### src/rtl/dmem_pkg.sv
// rtl/dmem_pkg.sv - shared size encodings, FSM states and lane/extension helpers for dmem_arbiter
package dmem_pkg;

  localparam logic [1:0] SIZE_B = 2'b00;
  localparam logic [1:0] SIZE_H = 2'b01;
  localparam logic [1:0] SIZE_W = 2'b10;

  typedef enum logic [1:0] {
    IDLE,
    ACCESS,
    RESP
  } state_t;

  // Size 2'b11 is treated as a word.
  function automatic logic [3:0] mask_from_size(input logic [1:0] size);
    case (size)
      SIZE_B:  return 4'b0001;
      SIZE_H:  return 4'b0011;
      default: return 4'b1111;
    endcase
  endfunction

  function automatic logic [31:0] extend_load(input logic [1:0] size, input logic uns,
                                              input logic [31:0] data);
    case (size)
      SIZE_B:  return uns ? {24'h0, data[7:0]} : {{24{data[7]}}, data[7:0]};
      SIZE_H:  return uns ? {16'h0, data[15:0]} : {{16{data[15]}}, data[15:0]};
      default: return data;
    endcase
  endfunction

endpackage

### src/rtl/dmem_rr_arbiter.sv
// rtl/dmem_rr_arbiter.sv - one-hot grant logic; round-robin when DMEM_ARB_ROUND_ROBIN_EN is defined, else fixed priority
module dmem_rr_arbiter #(
  parameter int NUM_REQ = 2,
  parameter int PW      = 1
) (
  input  logic [NUM_REQ-1:0] i_req,
  input  logic               i_en,
  input  logic [PW-1:0]      i_last_grant,
  output logic [NUM_REQ-1:0] o_grant
);

`ifdef DMEM_ARB_ROUND_ROBIN_EN
  logic [PW-1:0] w_idx;
  logic          w_found;

  // Search begins one past the last winner so every port gets a turn.
  always_comb begin
    o_grant = '0;
    w_found = 1'b0;
    w_idx   = '0;
    for (int i = 1; i <= NUM_REQ; i++) begin
      w_idx = PW'((int'(i_last_grant) + i) % NUM_REQ);
      if (i_en && !w_found && i_req[w_idx]) begin
        o_grant[w_idx] = 1'b1;
        w_found        = 1'b1;
      end
    end
  end
`else
  logic w_unused_last;
  assign w_unused_last = ^i_last_grant;

  // Walk from the top down so the lowest requesting index wins.
  always_comb begin
    o_grant = '0;
    for (int i = NUM_REQ - 1; i >= 0; i--) begin
      if (i_en && i_req[i]) o_grant = NUM_REQ'(1) << i;
    end
  end
`endif

endmodule

### src/rtl/dmem_arbiter.sv
// rtl/dmem_arbiter.sv - single-port data memory arbiter (IDLE/ACCESS/RESP); DMEM_ARB_ROUND_ROBIN_EN selects round-robin
module dmem_arbiter
  import dmem_pkg::*;
#(
  parameter int NUM_REQ = 2,
  parameter int ADDR_W  = 32
) (
  input  logic                           clk,
  input  logic                           rst,
  input  logic [NUM_REQ-1:0]             req_valid,
  output logic [NUM_REQ-1:0]             req_ready,
  input  logic [NUM_REQ-1:0][ADDR_W-1:0] req_addr,
  input  logic [NUM_REQ-1:0]             req_we,
  input  logic [NUM_REQ-1:0][1:0]        req_size,
  input  logic [NUM_REQ-1:0]             req_unsigned,
  input  logic [NUM_REQ-1:0][31:0]       req_wdata,
  output logic [NUM_REQ-1:0]             rsp_valid,
  input  logic [NUM_REQ-1:0]             rsp_ready,
  output logic [31:0]                    rsp_rdata,
  output logic [31:0]                    mem_address,
  output logic [31:0]                    mem_write_data,
  output logic                           mem_write_enable,
  output logic [3:0]                     mem_write_mask,
  input  logic [31:0]                    mem_read_data
);

  localparam int PW = (NUM_REQ > 1) ? $clog2(NUM_REQ) : 1;

  state_t              r_state;
  state_t              w_next_state;
  logic [NUM_REQ-1:0]  w_grant;
  logic [PW-1:0]       w_grant_idx;
  logic                w_accept;
  logic [PW-1:0]       r_port;
  logic [PW-1:0]       r_last_grant;
  logic [ADDR_W-1:0]   r_addr;
  logic                r_we;
  logic [1:0]          r_size;
  logic                r_unsigned;
  logic [31:0]         r_wdata;
  logic [31:0]         r_rdata;

  dmem_rr_arbiter #(
    .NUM_REQ (NUM_REQ),
    .PW      (PW)
  ) u_arb (
    .i_req        (req_valid),
    .i_en         (r_state == IDLE),
    .i_last_grant (r_last_grant),
    .o_grant      (w_grant)
  );

  always_comb begin
    w_grant_idx = '0;
    for (int i = 0; i < NUM_REQ; i++) begin
      if (w_grant[i]) w_grant_idx = PW'(i);
    end
  end

  assign w_accept = |w_grant;

  always_ff @(posedge clk) begin
    if (rst) r_state <= IDLE;
    else     r_state <= w_next_state;
  end

  always_comb begin
    w_next_state = r_state;
    case (r_state)
      IDLE:    if (w_accept) w_next_state = ACCESS;
      ACCESS:  w_next_state = RESP;
      RESP:    if (rsp_ready[r_port]) w_next_state = IDLE;
      default: w_next_state = IDLE;
    endcase
  end

  always_comb begin
    req_ready        = '0;
    rsp_valid        = '0;
    mem_write_enable = 1'b0;
    mem_write_mask   = 4'b0000;
    case (r_state)
      IDLE:    req_ready = w_grant;
      ACCESS: begin
        mem_write_enable = r_we;
        mem_write_mask   = mask_from_size(r_size);
      end
      RESP:    rsp_valid[r_port] = 1'b1;
      default: ;
    endcase
  end

  // A write still commits if reset lands in ACCESS: the enable is combinational and the memory samples the same edge.
  always_ff @(posedge clk) begin
    if (rst) begin
      r_port       <= '0;
      r_last_grant <= '0;
      r_addr       <= '0;
      r_we         <= 1'b0;
      r_size       <= SIZE_B;
      r_unsigned   <= 1'b0;
      r_wdata      <= '0;
      r_rdata      <= '0;
    end else begin
      if (w_accept) begin
        r_port       <= w_grant_idx;
        r_last_grant <= w_grant_idx;
        r_addr       <= req_addr[w_grant_idx];
        r_we         <= req_we[w_grant_idx];
        r_size       <= req_size[w_grant_idx];
        r_unsigned   <= req_unsigned[w_grant_idx];
        r_wdata      <= req_wdata[w_grant_idx];
      end
      if (r_state == ACCESS) begin
        r_rdata <= r_we ? 32'h0 : extend_load(r_size, r_unsigned, mem_read_data);
      end
    end
  end

  assign mem_address    = 32'(r_addr);
  assign mem_write_data = r_wdata;
  assign rsp_rdata      = r_rdata;

endmodule
### config.mk
export PLATFORM = sky130hd
export DESIGN_NAME = dmem_arbiter
export DESIGN_NICKNAME = d
export VERILOG_FILES = /design/src/rtl/dmem_pkg.sv /design/src/rtl/dmem_rr_arbiter.sv /design/src/rtl/dmem_arbiter.sv
export SDC_FILE = /design/constraint.sdc
export NUM_CORES = 1
export LEC_CHECK = 0
export ABC_AREA = 1
export CAP_MARGIN = 25
export CELL_PAD_IN_SITES_DETAIL_PLACEMENT = 1
export CELL_PAD_IN_SITES_GLOBAL_PLACEMENT = 2
export CORE_ASPECT_RATIO = 1.75
export CORE_UTILIZATION = 16
export DETAILED_ROUTE_END_ITERATION = 10
export GPL_TIMING_DRIVEN = 0
export PLACE_DENSITY = 0.81
export SLEW_MARGIN = 20
export SYNTH_ARGS = -nofsm -noshare
export SYNTH_HDL_FRONTEND = slang
export SYNTH_HIERARCHICAL = 1
export SYNTH_SLANG_ARGS = --single-unit
### constraint.sdc
create_clock -name clk -period 1.6 [get_ports clk]
set_input_delay 0.32 -clock clk [delete_from_list [all_inputs] [get_ports clk]]
set_output_delay 0.32 -clock clk [all_outputs]
set_load 0.02 [all_outputs]
Word level (Yosys, flattened, before mapping)
Cells that the tools add are included.

storage, ports and cells
  flip-flop bits (word level) = 103
  input bits = 174
  output and inout port bits = 105
  logic and storage cells = 52

operators by class
  magnitude comparators = 3
  eq/ne operators = 5
  multiplexer cells = 29
  reductions and logical operators = 7

operators by type and width
  cell                  number
  $mux W32              7
  $pmux W32 S2          1
  $mux W2               8
  $mux W1               9
  $pmux W4 S2           1
  $pmux W2 S3           1
  $eq A2 B1 Y1 const B  2
  $logic_not A2 Y1      2
  $lt A1 B2 Y1 const B  2
  $mux W4               1
  $ne A2 B2 Y1 const B  2
  $logic_and A1 B1 Y1   3
  $eq A2 B2 Y1 const B  1
  $reduce_and A2 Y1     1
  $reduce_or A2 Y1      1
  $demux W1 S1          1
  $ge A1 B1 Y1 const B  1

Depth between registers and ports, before layout
Gate-level depths: netlist of the first run.

  word-level depth = 7
  gate-level depth with buffers = 11
  gate-level depth less buffers = 9

Hierarchy
The synthesis of the first run kept the hierarchy.

modules (own cells, without submodules)
  module           instances  cells each  area each (µm²)  sequential area each (µm²)
  dmem_arbiter     1          738         4,685.7          2,062.0
  dmem_rr_arbiter  1          6           25.0             0.0

Worst setup path before layout of the first run
No wires, ideal clock.

  kind = register -> output
  start point = reg r_state[1]
  end point = out req_ready[1]
  arrival time = 1,370 ps
  required time = 1,280 ps
  setup slack = -90 ps
  stages on the path, launching flop included = 8
  buffers on the path = 2
  path through = dfxtp_1 -> nor2_1 -> nand2_1 -> nor2_2 -> buf_4 -> buf_2 -> inv_1 -> nor2_1

between the ends
  cells in the longest elaborated chain, start to end = 5
  elaborated cells on any way between the ends = 6
  classes of those cells = mux: 3; reduce/logical: 3

RTL lines
  what                    line                   RTL
  start, declared         dmem_arbiter.sv:29     state_t r_state;
  start signal, assigned  dmem_arbiter.sv:64     else r_state <= w_next_state;
  $logic_not A2 Y1 *      dmem_arbiter.sv:48     .i_en (r_state == IDLE),
  $logic_and A1 B1 Y1     dmem_rr_arbiter.sv:37  if (i_en && i_req[i]) o_grant = NUM_REQ'(1) << i;
  $mux W2                 dmem_rr_arbiter.sv:37
  $mux W2 *               dmem_rr_arbiter.sv:37
  net w_grant[1]          dmem_arbiter.sv:31     logic [NUM_REQ-1:0] w_grant;
  $mux W2 *               dmem_arbiter.sv:82     case (r_state)
  end, declared           dmem_arbiter.sv:11     output logic [NUM_REQ-1:0] req_ready,

The timed path passes the listed nets; every way through them passes the cells marked *.

Worst setup path in the final report of the first run
  start point = reg r_state[1]
  end point = out mem_write_mask[3]

between the ends
  cells in the longest elaborated chain, start to end = 2

RTL lines
  what           line                RTL
  $eq A2 B1 Y1   dmem_arbiter.sv:82
  $mux W4        dmem_arbiter.sv:82
  end, declared  dmem_arbiter.sv:23  output logic [3:0] mem_write_mask,

No other way between the ends.

==> out/metrics.cfg, run 1 <==
[setup_path]
slowest_stage=dfxtp_4
cp-end-kind=output pin
crit_type=reg2out
cpMostUsedCell=buf_6
reg2reg_setup_slack_ps=-120
cp.arrival_ps=1450
r2r-end=r_state[0]$_SDFFE_PP0P_
path_buf_inv=5
critPathLaunchType=flip-flop
required_ps=1280
crit_path_start=r_state[1]$_SDFFE_PP0P_
path_max_fanout=6
rr_startpoint=r_state[0]$_SDFFE_PP0P_
max_stage_delay_ps=350
crit_chain=buf_4 > nor2_4 > buf_6 > inv_8 > nor2_4 > buf_6 > buf_6
cpLargestDelayFamily=buffers and inverters
worstRegToRegCells=12

[final_layout]
stdcell_area_um2=9050
antenna_cells=0
regArea_um2=2070
fill_cells=3532
layout.cells.most_common=nand2_1
layout.cells.non_filler=1449
layout_common_cells=333 x nand2_1, 171 x clkdlybuf4s50_1, 101 x dfxtp_1, 97 x dlygate4sd2_1, 73 x inv_1
nets=1241
multi_input_area_um2=2300
drive_above_1_share=0.143
syn2layout_area_growth_pct=92.2

[grt]
grt_pass1_wl_mm=33.9
antenna_found_initial=0
grt_max_degree=19
grt_pass1_vias=5983
gr-total-overflow=0
grt_usage=0.150

[timing]
fin_crit_sh=1.11
clock_skew_ps=6.18
setup_slack_ps=-169
worstMarginPinSlew_ps=617
min_period_ps=1770
slew_violations=0
fmax_ghz=0.565
rsz0062_at_grt=true
finalSetupViolations=63
slew_headroom=0.589
timing_hold_violations_final=0

[clocking]
clkTransAtPathRegs_ps=70
cts_root_buf=clkbuf_16
cts_buffers=9
h-tree-depth=3
clockBufferDepth=2
clkSinkCount=103
tritoncts=yes
worst_skew_pair.late_latency_ps=370

[placement]
placedInstanceArea_um2=7960
io_buffer_count=277
dp_hpwl_mm=16.9
gp_congestion=0.760
dp.cells=1399

[drt]
drt_iter0_drc=127
firstDrtPassIters=4
post_drt_via_cell_ratio=3.94
wirelength_mm=22.2
wl_per_cell_um=15.3
drc=0
dr_total_vias=5713
ant_nets=0

[power]
power_switching_mw=2.80
p_leak_nw=4.62
finalPower_mw=8.31
p_int_mw=5.51
pwr-share-seq=0.357
pwr-share-clk=0.263
combPwrFrac=0.380
peakVddDrop_uv=565
powerDensity_nw_per_um2=917
switching_share=0.337

[hold_path]
holdCritPathClass=in2reg
hold_depth=2
hold_start=rst
worstHoldEndpoint=rsp_rdata[1]$_SDFFE_PP0P_

[yosys]
syn-num-nets=918
netlist.area_leader.share=0.438
syn_inst=744
ys_seq_area_frac=0.438
netlist_area_um2=4710
avgSynthCellArea_um2=6.33
synth_area_leader_cell=dfxtp_1
synth.distinct_cells=18
synth_area_leaders=dfxtp_1 44%, nand2_1 28%, nand3_1 7.4%
yosysWarnings=6
ys_ff_latch=103

[floorplan]
io-pin-count=279
initial_core_util=0.163
row_count=82
die_area_um2=30200
die_h_um=229
die_w_um=132
core-area_um2=28800

[status]
failed_checks=setup timing
status=finished with violations

[job]
cap_violations=0

-- area by class of cell --
| class | instances | share of cell area |
|---|---|---|
| repair buffers | 319 | 0.357 |
| multi-input cells | 512 | 0.254 |
| flip-flops and latches | 103 | 0.229 |
| well taps | 378 | 0.0522 |
| plain buffers | 37 | 0.0399 |
| inverters | 85 | 0.0380 |
| clock buffers | 12 | 0.0283 |
| clock inverters | 3 | 0.00207 |
-- cells in the mapped netlist --
library cell,count
buf_4,8
a211oi_1,1
nand2_1,348
a21oi_1,33
inv_2,6
o21ai_0,8
inv_4,1
nor2_1,44
nand3_2,1
buf_2,22
nand3b_1,1
dfxtp_1,103
nor2_2,1
nand3_1,70
nand2_2,2
inv_1,78
clkbuf_1,14
nor2_4,3
-- routing by layer --
metal / routed length, um / share of wire / track usage
met4: 626 / 0.028 / 0.0665
met2: 12600 / 0.57 / 0.301
met5: 0 / 0 / 0
met1: 7900 / 0.36 / 0.140
met3: 1050 / 0.047 / 0.0374
-- registers in the layout, indices dropped and copies added, names as in the netlist --
name	count
r_we	1
mem_address	32
r_last_grant	1
r_state	2
r_unsigned	1
mem_write_data	32
rsp_rdata	32
r_size	2
-- power groups by stage --
stage / sequential (mW) / clock, mW / combinational (mW)
final: 2.96 / 2.19 / 3.16
after global routing: 3.00 / 2.43 / 3.45
after CTS: 2.96 / 2.34 / 3.02
after detailed placement: 3.02 / 0 / 2.64
after global placement: 3.01 / 0 / 2.63
after floorplan: 3.30 / 0 / 0.989
-- logic make-up after synthesis --
group,share of synthesized area
compound gates,0.0452
buf+inv,0.116
flops,0.438
simple gates,0.402
-- how the worst max path moves through the flow --
stage | depth (start not counted) | slack [ps] | end
after floorplan | 7 | -20 | req_ready[1]
after global placement | 9 | -1010 | req_ready[1]
after detailed placement | 9 | -1020 | req_ready[1]
after CTS | 8 | -250 | req_ready[1]
after global routing | 7 | -270 | req_ready[1]
final | 7 | -170 | mem_write_mask[3]
-- what timing repair did --
| item | 4_1_cts | 5_1_grt |
|---|---|---|
| pin swaps | 12 | 12 |
| resized for setup | 237 | 69 |
| endpoints found under the setup margin | 175 | 100 |
| gates cloned | 4 | 3 |
| setup buffers | 28 | 8 |
| hold buffers | 0 | 0 |
-- through the flow --
stage	TNS (ps)	hold slack (ps)	setup WS, ps	util
2_1_floorplan	-15.5	463	-15.5	-
3_3_place_gp	-37550	452	-1010	0.276
3_5_place_dp	-37840	457	-1020	0.276
4_1_cts	-6620	277	-251	0.303
5_1_grt	-13190	294	-267	0.314
6_report	-3750	311	-169	0.314
(Power assumes the default switching activity.)
==> inputs of run 2 (changes only) <==
Settings changed: GPL_ROUTABILITY_DRIVEN set to 0.
==> results of run 2 <==
Same layout as run 1: the final DEF is identical, and so are final timing and power.
==> inputs of run 3 (changes only) <==
Settings changed: CORE_MARGIN set to 10, HOLD_SLACK_MARGIN set to 0.15, PLACE_DENSITY 0.81 to 0.72.
==> out/metrics.cfg, run 3 (synthesis results as in run 1) <==
[status]
status=finished with violations
failed_checks=setup timing

[timing]
setup_slack_ps=-170
finalSetupViolations=72
worstMarginPinSlew_ps=514
fin_crit_sh=1.11
clock_skew_ps=11.1
slew_headroom=0.657
timing_hold_violations_final=0
min_period_ps=1770
slew_violations=0
fmax_ghz=0.565
rsz0062_at_grt=true

[clocking]
h-tree-depth=3
clkTransAtPathRegs_ps=70
cts_hold_buf=0
cts_root_buf=clkbuf_16
worst_skew_pair.late_latency_ps=370
clockBufferDepth=2
cts_buffers=9
tritoncts=yes
clkSinkCount=103

[hold_path]
worstHoldEndpoint=r_state[1]$_SDFFE_PP0P_
hold_depth=2
holdCritPathClass=in2reg
hold_start=rst

[placement]
placedInstanceArea_um2=7970
dp.cells=1403
dp_hpwl_mm=19.7
pre_cts_slack_ps=-1130
io_buffer_count=277

[power]
p_int_mw=5.26
combPwrFrac=0.344
switching_share=0.341
pwr-share-clk=0.286
p_leak_nw=4.35
finalPower_mw=7.97
powerDensity_nw_per_um2=934
peakVddDrop_uv=498
pwr-share-seq=0.371
power_switching_mw=2.72

[floorplan]
core-area_um2=29200
die_area_um2=37000
die_w_um=150
die_h_um=247
row_count=83
initial_core_util=0.161
io-pin-count=279

[setup_path]
path_buf_inv=4
rr_startpoint=r_state[1]$_SDFFE_PP0P_
r2r-end=mem_address[13]$_SDFFE_PP0P_
reg2reg_setup_slack_ps=-110
required_ps=1280
cp-end-kind=output pin
path_max_fanout=3
max_stage_delay_ps=370
critPathLaunchType=flip-flop
crit_chain=nor2_4 > nand2_2 > nor2_2 > buf_6 > buf_12 > inv_6 > nor2_4 > buf_6
cp.arrival_ps=1450
slowest_stage=dfxtp_4
crit_type=reg2out
cpLargestDelayFamily=flip-flops
worstRegToRegCells=13

[final_layout]
layout_common_cells=347 x nand2_1, 172 x clkdlybuf4s50_1, 100 x dfxtp_1, 96 x dlygate4sd2_1, 76 x inv_1
drive_above_1_share=0.101
stdcell_area_um2=8540
fill_cells=3619
layout.cells.non_filler=1441
layout.cells.most_common=nand2_1
syn2layout_area_growth_pct=81.3
nets=1225
final_core_util=0.293

[grt]
grt_pass1_vias=6031
grt_max_degree=16
grt_usage=0.132
grt_pass1_wl_mm=36.5
antenna_found_initial=3
gr-total-overflow=0

[drt]
drt_iter0_drc=151
drc=0
wirelength_mm=24.6
firstDrtPassIters=4
wl_per_cell_um=17.1
dr_total_vias=5652
post_drt_via_cell_ratio=3.92
ant_nets=0

[job]
cap_violations=0

## run 3: final cells by class
| cell class | count | area [um^2] | area share |
|---|---|---|---|
| diodes | 3 | 7.51 | 0.000879 |
| plain buffers | 40 | 325 | 0.0381 |
| clock buffers | 14 | 274 | 0.0321 |
| clock inverters | 2 | 13.8 | 0.00161 |
| inverters | 85 | 337 | 0.0394 |
| multi-input cells | 512 | 2160 | 0.253 |
| flip-flops and latches | 103 | 2070 | 0.242 |
| well taps | 382 | 478 | 0.0560 |
| repair buffers | 300 | 2880 | 0.337 |
## run 3: repair_timing
action	CTS	global route
gates resized for setup	206	21
buffers inserted	21	2
setup endpoints to repair	175	92
endpoints found under the hold margin	0	0
pin swaps	7	3
## run 3: worst max-delay path by stage
stage	startpoint	endpoint	slack, ps	cells after the start
2_1_floorplan	r_state[1]$_SDFFE_PP0P_	req_ready[1]	-20	7
3_3_place_gp	req_valid[0]	req_ready[1]	-1120	9
3_5_place_dp	req_valid[0]	req_ready[1]	-1130	9
4_1_cts	r_state[0]$_SDFFE_PP0P_	req_ready[1]	-240	8
5_1_grt	r_state[1]$_SDFFE_PP0P_	req_ready[1]	-280	8
6_report	r_state[1]$_SDFFE_PP0P_	req_ready[1]	-170	8
## run 3: layer usage
metal,vias to the layer above,global-route usage,share of wire
met2,145,0.260,0.58
met3,21,0.0445,0.065
met5,-,0,0
met1,2634,0.119,0.34
li1,2852,-,-
met4,0,0.0485,0.015
## run 3: power by group through the flow
stage	Sequential, mW	Clock (mW)	Combinational, mW
after floorplan	3.30	0	0.989
after global placement	3.01	0	2.66
after detailed placement	3.02	0	2.68
after CTS	2.96	2.40	2.76
after global routing	2.99	2.51	3.04
final	2.96	2.28	2.74
## run 3: metrics by stage
stage          TNS, ps  hold slack, ps
6_report         -4990             296
5_1_grt         -14480             308
4_1_cts          -8090             283
3_5_place_dp    -43650             458
3_3_place_gp    -42290             453
2_1_floorplan    -15.5             463
## run 3: worst register-to-register path, cell delays in order (launching register included)
cell     delay (ps)
dfxtp_4         370
nor2_4          130
nand2_2          60
nor2_2           90
buf_6           120
buf_8           150
nor2_4           60
buf_12          130
buf_4           130
buf_6           130
nand2_1          60
nand3_1          80
nand2_1          70
inv_1            40
